[src/rtl/apb_master_pkg.sv]
// Shared types and defaults for the APB requester bridge and the code that drives it.
package apb_master_pkg;

  typedef enum logic [1:0] {
    IDLE,
    SETUP,
    ACCESS,
    RESP
  } apb_state_e;

  localparam int ADDR_W_DEF = 32;
  localparam int DATA_W_DEF = 32;

  typedef struct packed {
    logic                    write;
    logic [ADDR_W_DEF-1:0]   addr;
    logic [DATA_W_DEF-1:0]   wdata;
    logic [DATA_W_DEF/8-1:0] strb;
  } apb_cmd_t;

  typedef struct packed {
    logic [DATA_W_DEF-1:0] rdata;
    logic                  slverr;
    logic                  timeout;
  } apb_rsp_t;

endpackage

[src/rtl/apb_timeout_cnt.sv]
// Counts ACCESS cycles that end without PREADY; limit fires on the cycle that would be the
// TIMEOUT_CYCLES-th such cycle, so a PREADY arriving in that same cycle still wins.
module apb_timeout_cnt #(
  parameter int TIMEOUT_CYCLES = 256
) (
  input  logic clk,
  input  logic rst_n,
  input  logic clear,
  input  logic enable,
  output logic limit
);

  localparam int CNT_W = (TIMEOUT_CYCLES > 1) ? $clog2(TIMEOUT_CYCLES + 1) : 1;

  logic [CNT_W-1:0] count_q;
  logic [CNT_W-1:0] count_d;

  always_comb begin
    count_d = count_q;
    if (clear) begin
      count_d = '0;
    end else if (enable) begin
      count_d = count_q + 1'b1;
    end
  end

  always_ff @(posedge clk or negedge rst_n) begin
    if (!rst_n) begin
      count_q <= '0;
    end else begin
      count_q <= count_d;
    end
  end

  assign limit = enable && (count_q == CNT_W'(TIMEOUT_CYCLES - 1));

endmodule

[src/rtl/apb_master_bridge.sv]
// Valid/ready command stream to APB4 requester, one transfer in flight, registered outputs.
// Optional ACCESS-phase abort is built when APB_MASTER_TIMEOUT_EN is defined.
module apb_master_bridge
  import apb_master_pkg::*;
#(
  parameter int  ADDR_W         = ADDR_W_DEF,
  parameter int  DATA_W         = DATA_W_DEF,
  parameter int  TIMEOUT_CYCLES = 256,
  localparam int STRB_W         = DATA_W / 8
) (
  input  logic              PCLK,
  input  logic              PRESETn,
  input  logic              cmd_valid,
  output logic              cmd_ready,
  input  logic              cmd_write,
  input  logic [ADDR_W-1:0] cmd_addr,
  input  logic [DATA_W-1:0] cmd_wdata,
  input  logic [STRB_W-1:0] cmd_strb,
  output logic              rsp_valid,
  input  logic              rsp_ready,
  output logic [DATA_W-1:0] rsp_rdata,
  output logic              rsp_slverr,
  output logic              rsp_timeout,
  output logic [ADDR_W-1:0] PADDR,
  output logic              PSELx,
  output logic              PENABLE,
  output logic [STRB_W-1:0] PSTRB,
  output logic              PWRITE,
  output logic [DATA_W-1:0] PWDATA,
  input  logic [DATA_W-1:0] PRDATA,
  input  logic              PREADY,
  input  logic              PSLVERR
);

  if ((DATA_W % 8) != 0 || TIMEOUT_CYCLES < 1) begin : g_param_check
    $error("apb_master_bridge: DATA_W must be a multiple of 8 and TIMEOUT_CYCLES >= 1");
  end

  apb_state_e        state_q, state_d;
  logic              cmd_ready_q, cmd_ready_d;
  logic [ADDR_W-1:0] paddr_q, paddr_d;
  logic              psel_q, psel_d;
  logic              penable_q, penable_d;
  logic [STRB_W-1:0] pstrb_q, pstrb_d;
  logic              pwrite_q, pwrite_d;
  logic [DATA_W-1:0] pwdata_q, pwdata_d;
  logic              rsp_valid_q, rsp_valid_d;
  logic [DATA_W-1:0] rsp_rdata_q, rsp_rdata_d;
  logic              rsp_slverr_q, rsp_slverr_d;
  logic              rsp_timeout_q, rsp_timeout_d;
  logic              to_limit;

`ifdef APB_MASTER_TIMEOUT_EN
  apb_timeout_cnt #(
    .TIMEOUT_CYCLES(TIMEOUT_CYCLES)
  ) u_timeout_cnt (
    .clk   (PCLK),
    .rst_n (PRESETn),
    .clear (state_q == SETUP),
    .enable((state_q == ACCESS) && !PREADY),
    .limit (to_limit)
  );
`else
  assign to_limit = 1'b0;
`endif

  always_comb begin
    state_d       = state_q;
    cmd_ready_d   = cmd_ready_q;
    paddr_d       = paddr_q;
    psel_d        = psel_q;
    penable_d     = penable_q;
    pstrb_d       = pstrb_q;
    pwrite_d      = pwrite_q;
    pwdata_d      = pwdata_q;
    rsp_valid_d   = rsp_valid_q;
    rsp_rdata_d   = rsp_rdata_q;
    rsp_slverr_d  = rsp_slverr_q;
    rsp_timeout_d = rsp_timeout_q;

    case (state_q)
      IDLE: begin
        if (cmd_valid && cmd_ready_q) begin
          paddr_d     = cmd_addr;
          pwrite_d    = cmd_write;
          pwdata_d    = cmd_write ? cmd_wdata : '0;
          pstrb_d     = cmd_write ? cmd_strb : '0;
          psel_d      = 1'b1;
          cmd_ready_d = 1'b0;
          state_d     = SETUP;
        end
      end
      SETUP: begin
        penable_d = 1'b1;
        state_d   = ACCESS;
      end
      ACCESS: begin
        // PREADY is checked first so a completion on the limit cycle is not aborted.
        if (PREADY) begin
          rsp_rdata_d   = pwrite_q ? '0 : PRDATA;
          rsp_slverr_d  = PSLVERR;
          rsp_timeout_d = 1'b0;
          psel_d        = 1'b0;
          penable_d     = 1'b0;
          rsp_valid_d   = 1'b1;
          state_d       = RESP;
        end else if (to_limit) begin
          rsp_rdata_d   = '0;
          rsp_slverr_d  = 1'b1;
          rsp_timeout_d = 1'b1;
          psel_d        = 1'b0;
          penable_d     = 1'b0;
          rsp_valid_d   = 1'b1;
          state_d       = RESP;
        end
      end
      RESP: begin
        if (rsp_ready) begin
          rsp_valid_d = 1'b0;
          cmd_ready_d = 1'b1;
          state_d     = IDLE;
        end
      end
      default: begin
        state_d = IDLE;
      end
    endcase
  end

  always_ff @(posedge PCLK or negedge PRESETn) begin
    if (!PRESETn) begin
      state_q       <= IDLE;
      cmd_ready_q   <= 1'b1;
      paddr_q       <= '0;
      psel_q        <= 1'b0;
      penable_q     <= 1'b0;
      pstrb_q       <= '0;
      pwrite_q      <= 1'b0;
      pwdata_q      <= '0;
      rsp_valid_q   <= 1'b0;
      rsp_rdata_q   <= '0;
      rsp_slverr_q  <= 1'b0;
      rsp_timeout_q <= 1'b0;
    end else begin
      state_q       <= state_d;
      cmd_ready_q   <= cmd_ready_d;
      paddr_q       <= paddr_d;
      psel_q        <= psel_d;
      penable_q     <= penable_d;
      pstrb_q       <= pstrb_d;
      pwrite_q      <= pwrite_d;
      pwdata_q      <= pwdata_d;
      rsp_valid_q   <= rsp_valid_d;
      rsp_rdata_q   <= rsp_rdata_d;
      rsp_slverr_q  <= rsp_slverr_d;
      rsp_timeout_q <= rsp_timeout_d;
    end
  end

  assign cmd_ready   = cmd_ready_q;
  assign PADDR       = paddr_q;
  assign PSELx       = psel_q;
  assign PENABLE     = penable_q;
  assign PSTRB       = pstrb_q;
  assign PWRITE      = pwrite_q;
  assign PWDATA      = pwdata_q;
  assign rsp_valid   = rsp_valid_q;
  assign rsp_rdata   = rsp_rdata_q;
  assign rsp_slverr  = rsp_slverr_q;
  assign rsp_timeout = rsp_timeout_q;

endmodule
[config.mk]
export PLATFORM = sky130hd
export DESIGN_NAME = apb_master_bridge
export DESIGN_NICKNAME = d
export VERILOG_FILES = /design/src/rtl/apb_master_pkg.sv /design/src/rtl/apb_timeout_cnt.sv /design/src/rtl/apb_master_bridge.sv
export SDC_FILE = /design/constraint.sdc
export NUM_CORES = 1
export LEC_CHECK = 0
export CELL_PAD_IN_SITES_DETAIL_PLACEMENT = 1
export CELL_PAD_IN_SITES_GLOBAL_PLACEMENT = 2
export CORE_UTILIZATION = 24
export DETAILED_ROUTE_END_ITERATION = 8
export HOLD_SLACK_MARGIN = 0.03
export MAX_ROUTING_LAYER = met4
export PLACE_DENSITY_LB_ADDON = 0.1
export SYNTH_ARGS = -nofsm -noshare
export SYNTH_HDL_FRONTEND = slang
export SYNTH_SLANG_ARGS = --single-unit
[constraint.sdc]
create_clock -name PCLK -period 1.83 [get_ports PCLK]
set_input_delay 0.549 -clock PCLK [delete_from_list [all_inputs] [get_ports PCLK]]
set_output_delay 0.549 -clock PCLK [all_outputs]
set_load 0.02 [all_outputs]
; ---- After elaboration in Yosys (flattened, before gate mapping)
; Cells that the tools add are included.
[op_classes]
muxes = 17
n_eq_ne = 6
reduce_logical = 13
[op_table]
columns = cell, n
row1 = 2-to-1 mux 32 bit, 2
row2 = AND reduction 3 bit, 4
row3 = case mux 1 bit (2 select lines), 4
row4 = case mux 2 bit (4 select lines), 1
row5 = nonzero test 2 bit, 4
row6 = 2-to-1 mux 1 bit, 6
row7 = 2-to-1 mux 2 bit, 3
row8 = "inequality test 2 bit, second input constant", 3
row9 = AND reduction 2 bit, 3
row10 = "equality test 2 bit, second input constant", 2
row11 = 2-to-1 mux 4 bit, 1
row12 = "equality test 2 x 1 -> 1 bit, second input constant", 1
row13 = zero test 2 bit, 1
row14 = logical AND 1 bit, 1
[totals]
output_inout_bits = 107
ff_bits = 108
input_bits = 107
word_cells = 47

; ---- Logic depth before layout (Yosys ltp)
; Gate-level depths: netlist of run 1.
[logic_depth]
depth_word = 3
depth_mapped = 7
ltp_nobuf = 5

; ---- Least setup slack after synthesis of run 1
; OpenSTA, ideal clock, no wires.
[synth_path]
path_type = register -> register
start = register state_q[0]
end = register paddr_q[0], in the netlist PADDR[0]
path_stages_with_launch = 7
arrival_time_ns = 1.455
path_slack_ns = 0.249
required_time_ns = 1.705
synth_period_minus_slack_ns = 1.581
setup_ns = 0.125
n_path_buf = 2
cell_sequence = dfrtp_1 > inv_1 > ha_1 > nand3_2 > buf_4 > buf_6 > mux2_4
[synth_via]
elab_chain_len = 2
[synth_lines]
columns = element, line_no
row1 = "start, declared", apb_master_bridge.sv:39  ; apb_state_e state_q, state_d;
row2 = "start signal, assigned", apb_master_bridge.sv:145  ; state_q <= state_d;
row3 = zero test 2 bit, apb_master_bridge.sv:81  ; case (state_q)
row4 = AND reduction 2 bit (no line), --
row5 = "end signal, assigned", apb_master_bridge.sv:147  ; paddr_q <= paddr_d;
row6 = "end, declared", apb_master_bridge.sv:41  ; logic [ADDR_W-1:0] paddr_q, paddr_d;
; No other way between the ends.
; A chain may end at the register's enable or synchronous reset.

; ---- Worst setup path in the final report of run 1
[layout_path]
start = register cmd_ready_q, in the netlist cmd_ready
end = output port cmd_ready
[layout_lines]
columns = element, line_no
row1 = "start, declared", apb_master_bridge.sv:40  ; logic cmd_ready_q, cmd_ready_d;
row2 = "start signal, assigned", apb_master_bridge.sv:146  ; cmd_ready_q <= cmd_ready_d;
row3 = "end, declared", apb_master_bridge.sv:14  ; output logic cmd_ready,
; No word-level cell between the ends.

==> impl_metrics.toml, run 1 <==
[place]
gp_congestion = 0.730
dpl-instance-area_um2 = 6920
dp.cells = 835
io_buffers = 212
place_hpwl_um = 10100

[clock_network]
cts_root_buffer = "clkbuf_16"
clockBufferDepth = 2
path_clk_slew_ps = 70
post_cts_buffers = 0
htree_levels = 3
insertion_delay_ps = 350
cts_buffers = 9
cts_tree = "done"
cts_sinks = 108

[floorplanning]
num_rows = 49
die_w_um = 138
start_util = 0.246
die_y_um = 138
core_area_um2 = 18000
die_area_um2 = 19000
io-pin-count = 214

[yosys]
syn-cell-area_um2 = 4430
syn-instance-count = 405
avgSynthCellArea_um2 = 10.9
syn_nets = 519
ys_seq_elements = 108
ys_seq_area_frac = 0.611
yosysWarnings = 0
synth_cell_type_count = 22

[power]
power_density_nw_per_um2 = 1590
internal_power_w = 0.00688
pwr-share-seq = 0.356
p_sw_w = 0.00444
peakVddDrop_mv = 0.501
p_leak_nw = 3.46
p_clk_frac = 0.186
combPwrFrac = 0.458
p_sw_frac = 0.392

[finish]
fillers = 2004
final_area_um2 = 7120
diodes = 0
layout-drive-gt1-share = 0.117
stdcell_count = 852
nets = 732
area_delta_synth_final_pct = 60.8

[timing]
hold_slack_ps = 475
fin_skew_ps = 9.47
clock.fmax_mhz = 569
rsz0062_at_grt = "no"
drv_slew = 0
period_needed_ps = 1760
fin_crit_sh = 0.961
setup_viol = 0
hold_viol = 0

[drt]
drt_iter0_markers = 107
viasPerCell = 4.26
drtPass1Iterations = 3
num_vias = 3628
wl_per_cell_um = 16.0
drc = 0
drtAntennaViolNets = 0
wl_um = 13600

[worst_hold_path]
hold_path_depth = 2
worstHoldStart = "PWDATA[15]"
timing.hold.worst.class = "flop to flop"
whs_endpoint = "PWDATA[15]"

[global_route]
grt_util_met1 = 0.184
overflow = 0
grt_pass1_wl_um = 21000
grt_antenna_before_repair = 0
first_global_vias = 3840
grtUsageTotal = 0.152
grt_use_met3 = 0.0445
busiest_layer = "met2"
grt_max_degree = 54
grt_use_met2 = 0.234

[setup_path]
cp.buffers_inverters = 1
crit_family = "flip-flops"
r2r_slack_ps = 170
r2r-start = "state_q[0]"
setup.worst_path.end_class = "output pin"
crit_required_ps = 1280
arrival_ps = 1210
reg2reg_depth = 5
path_class = "flop to output pin"
cp-start-kind = "flop"
slowest_delay_ps = 530
crit_fanout = 2
worstPathCellList = "dlygate4sd2_1"
cp_num_cells = 1
r2r-end = "state_q[1]"
slowest_stage = "dfstp_2"

[job]
maxCapViolCount = 0

[status]
status = "finished clean"
[cells in the mapped netlist]
cell type,n,area [µm²]
buf_2,7,35.0
dfrtp_1,107,2680
conb_1,1,3.75
o21ai_0,71,355
nor3_1,1,5.00
a22o_1,1,8.76
a21boi_1,1,7.51
nand3_2,1,10.0
dfstp_2,1,26.3
buf_4,2,15.0
mux2_2,28,315
buf_6,1,11.3
nor2_1,2,7.51
nor2b_1,2,12.5
clkbuf_1,16,60.1
ha_1,7,87.6
mux2i_1,4,40.0
inv_1,4,15.0
nand2b_1,32,200
nand2_1,107,402
nor3_2,1,10.0
mux2_4,8,120
[cell families (layout without fill, tap and decap cells)]
kind of cell    Yosys count  after routing  share of synthesized area
buf+inv                  30            248                     0.0308
flops                   108            108                      0.611
fa+ha+maj                 7              7                     0.0198
simple gates            146            146                      0.146
other cells               1              1                   0.000847
compound gates           73             73                     0.0840
mux                      40             40                      0.107
[how the worst max path moves through the flow]
stage | startpoint | slack (ps) | to
after floorplan | state_q[0] | 250 | PADDR[0]
after global placement | cmd_valid | -130 | state_q[1]
after detailed placement | cmd_valid | -120 | state_q[1]
after CTS | cmd_ready | 40 | cmd_ready
after global routing | cmd_ready | 20 | cmd_ready
final | cmd_ready | 70 | cmd_ready
[timing repair]
item | CTS | global route
setup endpoints to repair | 106 | 1
gates resized for setup | 106 | 1
cloned | 0 | 0
hold buffers | 1 | 0
pin swaps | 0 | 0
endpoints found under the hold margin | 7 | 0
[routing by layer]
metal | share of wire | vias up
met2 | 0.47 | 123
met5 | 0 | -
met4 | 0.022 | 0
met1 | 0.43 | 1741
li1 | - | 1745
met3 | 0.073 | 19
[through the flow]
| stage | utilization | power, W | TNS (ps) | setup WS (ps) |
|---|---|---|---|---|
| after floorplan | - | 0.00699 | 0 | 249 |
| after global placement | 0.384 | 0.00999 | -2470 | -130 |
| after detailed placement | 0.384 | 0.0102 | -2620 | -115 |
| after CTS | 0.395 | 0.0115 | 0 | 38.5 |
| after global routing | 0.395 | 0.0122 | 0 | 21.9 |
| final | 0.395 | 0.0113 | 0 | 71.6 |
[area by class of cell]
class                   count  area (µm²)  share of cell area
multi-input cells         267        1600               0.224
clock buffers              11         253              0.0355
clock inverters             5        65.1             0.00914
well taps                 229         287              0.0403
repair buffers            228        2200               0.309
inverters                   4        15.0             0.00211
flip-flops and latches    108        2700               0.380
[layout by cell type, fill, tap and decap left out]
| master | count |
|---|---|
| nor2b_1 | 2 |
| buf_12 | 7 |
| clkinv_4 | 1 |
| o21ai_0 | 71 |
| clkbuf_8 | 2 |
| bufinv_16 | 1 |
| dfstp_2 | 1 |
| conb_1 | 1 |
| clkbuf_16 | 9 |
| inv_1 | 4 |
| nor2_1 | 2 |
| dlygate4sd2_1 | 106 |
| a21boi_1 | 1 |
| dfrtp_1 | 107 |
| mux2i_1 | 4 |
| buf_4 | 9 |
| dlygate4sd3_1 | 1 |
| clkdlybuf4s50_1 | 105 |
| nand2_2 | 1 |
| nand3_4 | 1 |
| mux2_4 | 8 |
| nand2b_1 | 32 |
| ha_2 | 1 |
| nor3_2 | 1 |
| ha_1 | 6 |
| nand2_1 | 106 |
| a22o_1 | 1 |
| nor3_1 | 1 |
| inv_6 | 3 |
| mux2_2 | 28 |
[sequential cells by signal, indices dropped and copies added (netlist names)]
register	count
PADDR	32
PWDATA	32
rsp_rdata	32
PSTRB	4
state_q	2
PENABLE	1
PSELx	1
PWRITE	1
cmd_ready	1
rsp_slverr	1
rsp_valid	1
[power groups by stage]
stage	Sequential [W]	Clock [W]	Combinational, W
detailed placement	0.00413	0	0.00603
floorplan	0.00540	0	0.00159
global placement	0.00408	0	0.00592
global route	0.00419	0.00228	0.00569
finish	0.00403	0.00211	0.00518
CTS	0.00405	0.00220	0.00529
No activity file was read; power rests on OpenSTA's default activity.
==> run 2: changes to the inputs <==
--- a/config.mk
+++ b/config.mk
@@ -12,6 +12,7 @@
 export HOLD_SLACK_MARGIN = 0.03
 export MAX_ROUTING_LAYER = met4
 export PLACE_DENSITY_LB_ADDON = 0.1
+export SKIP_CTS_REPAIR_TIMING = 1
 export SYNTH_ARGS = -nofsm -noshare
 export SYNTH_HDL_FRONTEND = slang
 export SYNTH_SLANG_ARGS = --single-unit
==> run 2 against run 1 <==
Effect of this change: combinational power rose by 11%; cell count did not move; die area did not move; clock skew is 0.81 ps lower; worst hold slack is essentially flat; non-clock buffer count unchanged; clock power about the same.
==> impl_metrics.toml, run 2 (synthesis gave the netlist of run 1 again) <==
[timing]
fin_skew_ps = 8.67
period_needed_ps = 1660
setup_viol = 0
setup_tns_ps = 0
rsz0062_at_grt = "no"
drv_slew = 0
hold_slack_ps = 475
fin_crit_sh = 0.910
hold_viol = 0
clock.fmax_mhz = 601

[setup_path]
setup.worst_path.end_class = "flop"
cp-start-kind = "flop"
crit_required_ps = 2070
r2r-start = "state_q[0]"
path_class = "flop to flop"
r2r_slack_ps = 170
arrival_ps = 1900
crit_fanout = 5
reg2reg_depth = 5
r2r-end = "state_q[1]"

[floorplanning]
die_area_um2 = 19000
die_y_um = 138
core_area_um2 = 18000
num_rows = 49
io-pin-count = 214
start_util = 0.246
die_w_um = 138

[drt]
viasPerCell = 4.28
drtPass1Iterations = 4
drtAntennaViolNets = 0
wl_um = 13800
num_vias = 3650
wl_per_cell_um = 16.2
drc = 0
drt_iter0_markers = 118

[clock_network]
insertion_delay_ps = 350
path_clk_slew_ps = 70
cts_root_buffer = "clkbuf_16"
cts_tree = "done"
clockBufferDepth = 2
htree_levels = 3
cts_buffers = 9
cts_sinks = 108

[worst_hold_path]
whs_endpoint = "PWDATA[15]"
timing.hold.worst.class = "flop to flop"
worstHoldStart = "PWDATA[15]"
hold_path_depth = 2

[status]
status = "finished clean"

[global_route]
grt_max_degree = 54
first_global_vias = 3846
grt_antenna_before_repair = 0
overflow = 0
grt_pass1_wl_um = 21000
grtUsageTotal = 0.152

[finish]
area_delta_synth_final_pct = 69.8
fillers = 1961
diodes = 0
layout-drive-gt1-share = 0.117
final_common_cell = "dfrtp_1"
layout_common_cells = "107 x dfrtp_1, 106 x nand2_1, 106 x dlymetal6s2s_1, 105 x clkdlybuf4s50_1, 71 x o21ai_0"
nets = 732

[power]
power_density_nw_per_um2 = 1580
p_leak_nw = 4.55
peakVddDrop_mv = 0.562

[place]
io_buffers = 212
place_hpwl_um = 10100
gp_congestion = 0.730

[job]
maxCapViolCount = 0
[run 2: power by group]
group / internal, W / switching, W / total (W) / leakage [nW]
Combinational: 0.00279 / 0.00294 / 0.00574 / 3.03
Clock: 0.00116 / 0.000948 / 0.00210 / 0.157
Sequential: 0.00348 / 0.000551 / 0.00403 / 1.36
[run 2: routing by layer]
metal	vias to the layer above	wire length (µm)	part of all wire	GRT usage
met2	123	6550	0.47	0.233
met5	-	0	0	-
li1	1745	-	-	-
met1	1763	5950	0.43	0.184
met3	19	1030	0.074	0.0453
met4	0	317	0.023	0.0640
[run 2: per-stage QoR]
stage	total power [W]	instances	setup WS, ps	area (µm²)	utilization
floorplan	0.00699	405	249	4430	-
global placement	0.00999	835	-130	6920	0.384
detailed placement	0.0102	835	-115	6920	0.384
CTS	0.0123	851	-233	7240	0.402
global route	0.0127	852	32.9	7520	0.417
finish	0.0119	852	165	7520	0.417
[run 2: area by class of cell]
type / count / area [µm²] / share of cell area
inverter: 4 / 15.0 / 0.00200
multi-input combinational: 267 / 1600 / 0.213
tap: 229 / 287 / 0.0381
sequential: 108 / 2700 / 0.360
clock buffer: 11 / 253 / 0.0336
timing repair buffer: 228 / 2590 / 0.345
clock inverter: 5 / 65.1 / 0.00866
[run 2: worst max-delay path: stages, from the launching register on]
cell,delay (ps)
dfrtp_1,420
inv_1,130
ha_2,240
a21boi_1,160
nor3_2,250
mux2_2,360
[run 2: how the worst max path moves through the flow]
stage / from / end / slack (ps)
after global routing: state_q[0] / state_q[1] / 30
after detailed placement: cmd_valid / state_q[1] / -120
final: state_q[0] / state_q[1] / 170
after global placement: cmd_valid / state_q[1] / -130
after floorplan: state_q[0] / PADDR[0] / 250
after CTS: cmd_ready / cmd_ready / -230
==> run 3: changes to the inputs <==
--- a/config.mk
+++ b/config.mk
@@ -13,6 +13,7 @@
 export MAX_ROUTING_LAYER = met4
 export PLACE_DENSITY_LB_ADDON = 0.1
 export SKIP_CTS_REPAIR_TIMING = 1
+export SKIP_LAST_GASP = 1
 export SYNTH_ARGS = -nofsm -noshare
 export SYNTH_HDL_FRONTEND = slang
 export SYNTH_SLANG_ARGS = --single-unit
==> results of run 3 <==
No change in the layout: final DEF, timing and power equal those of run 2.
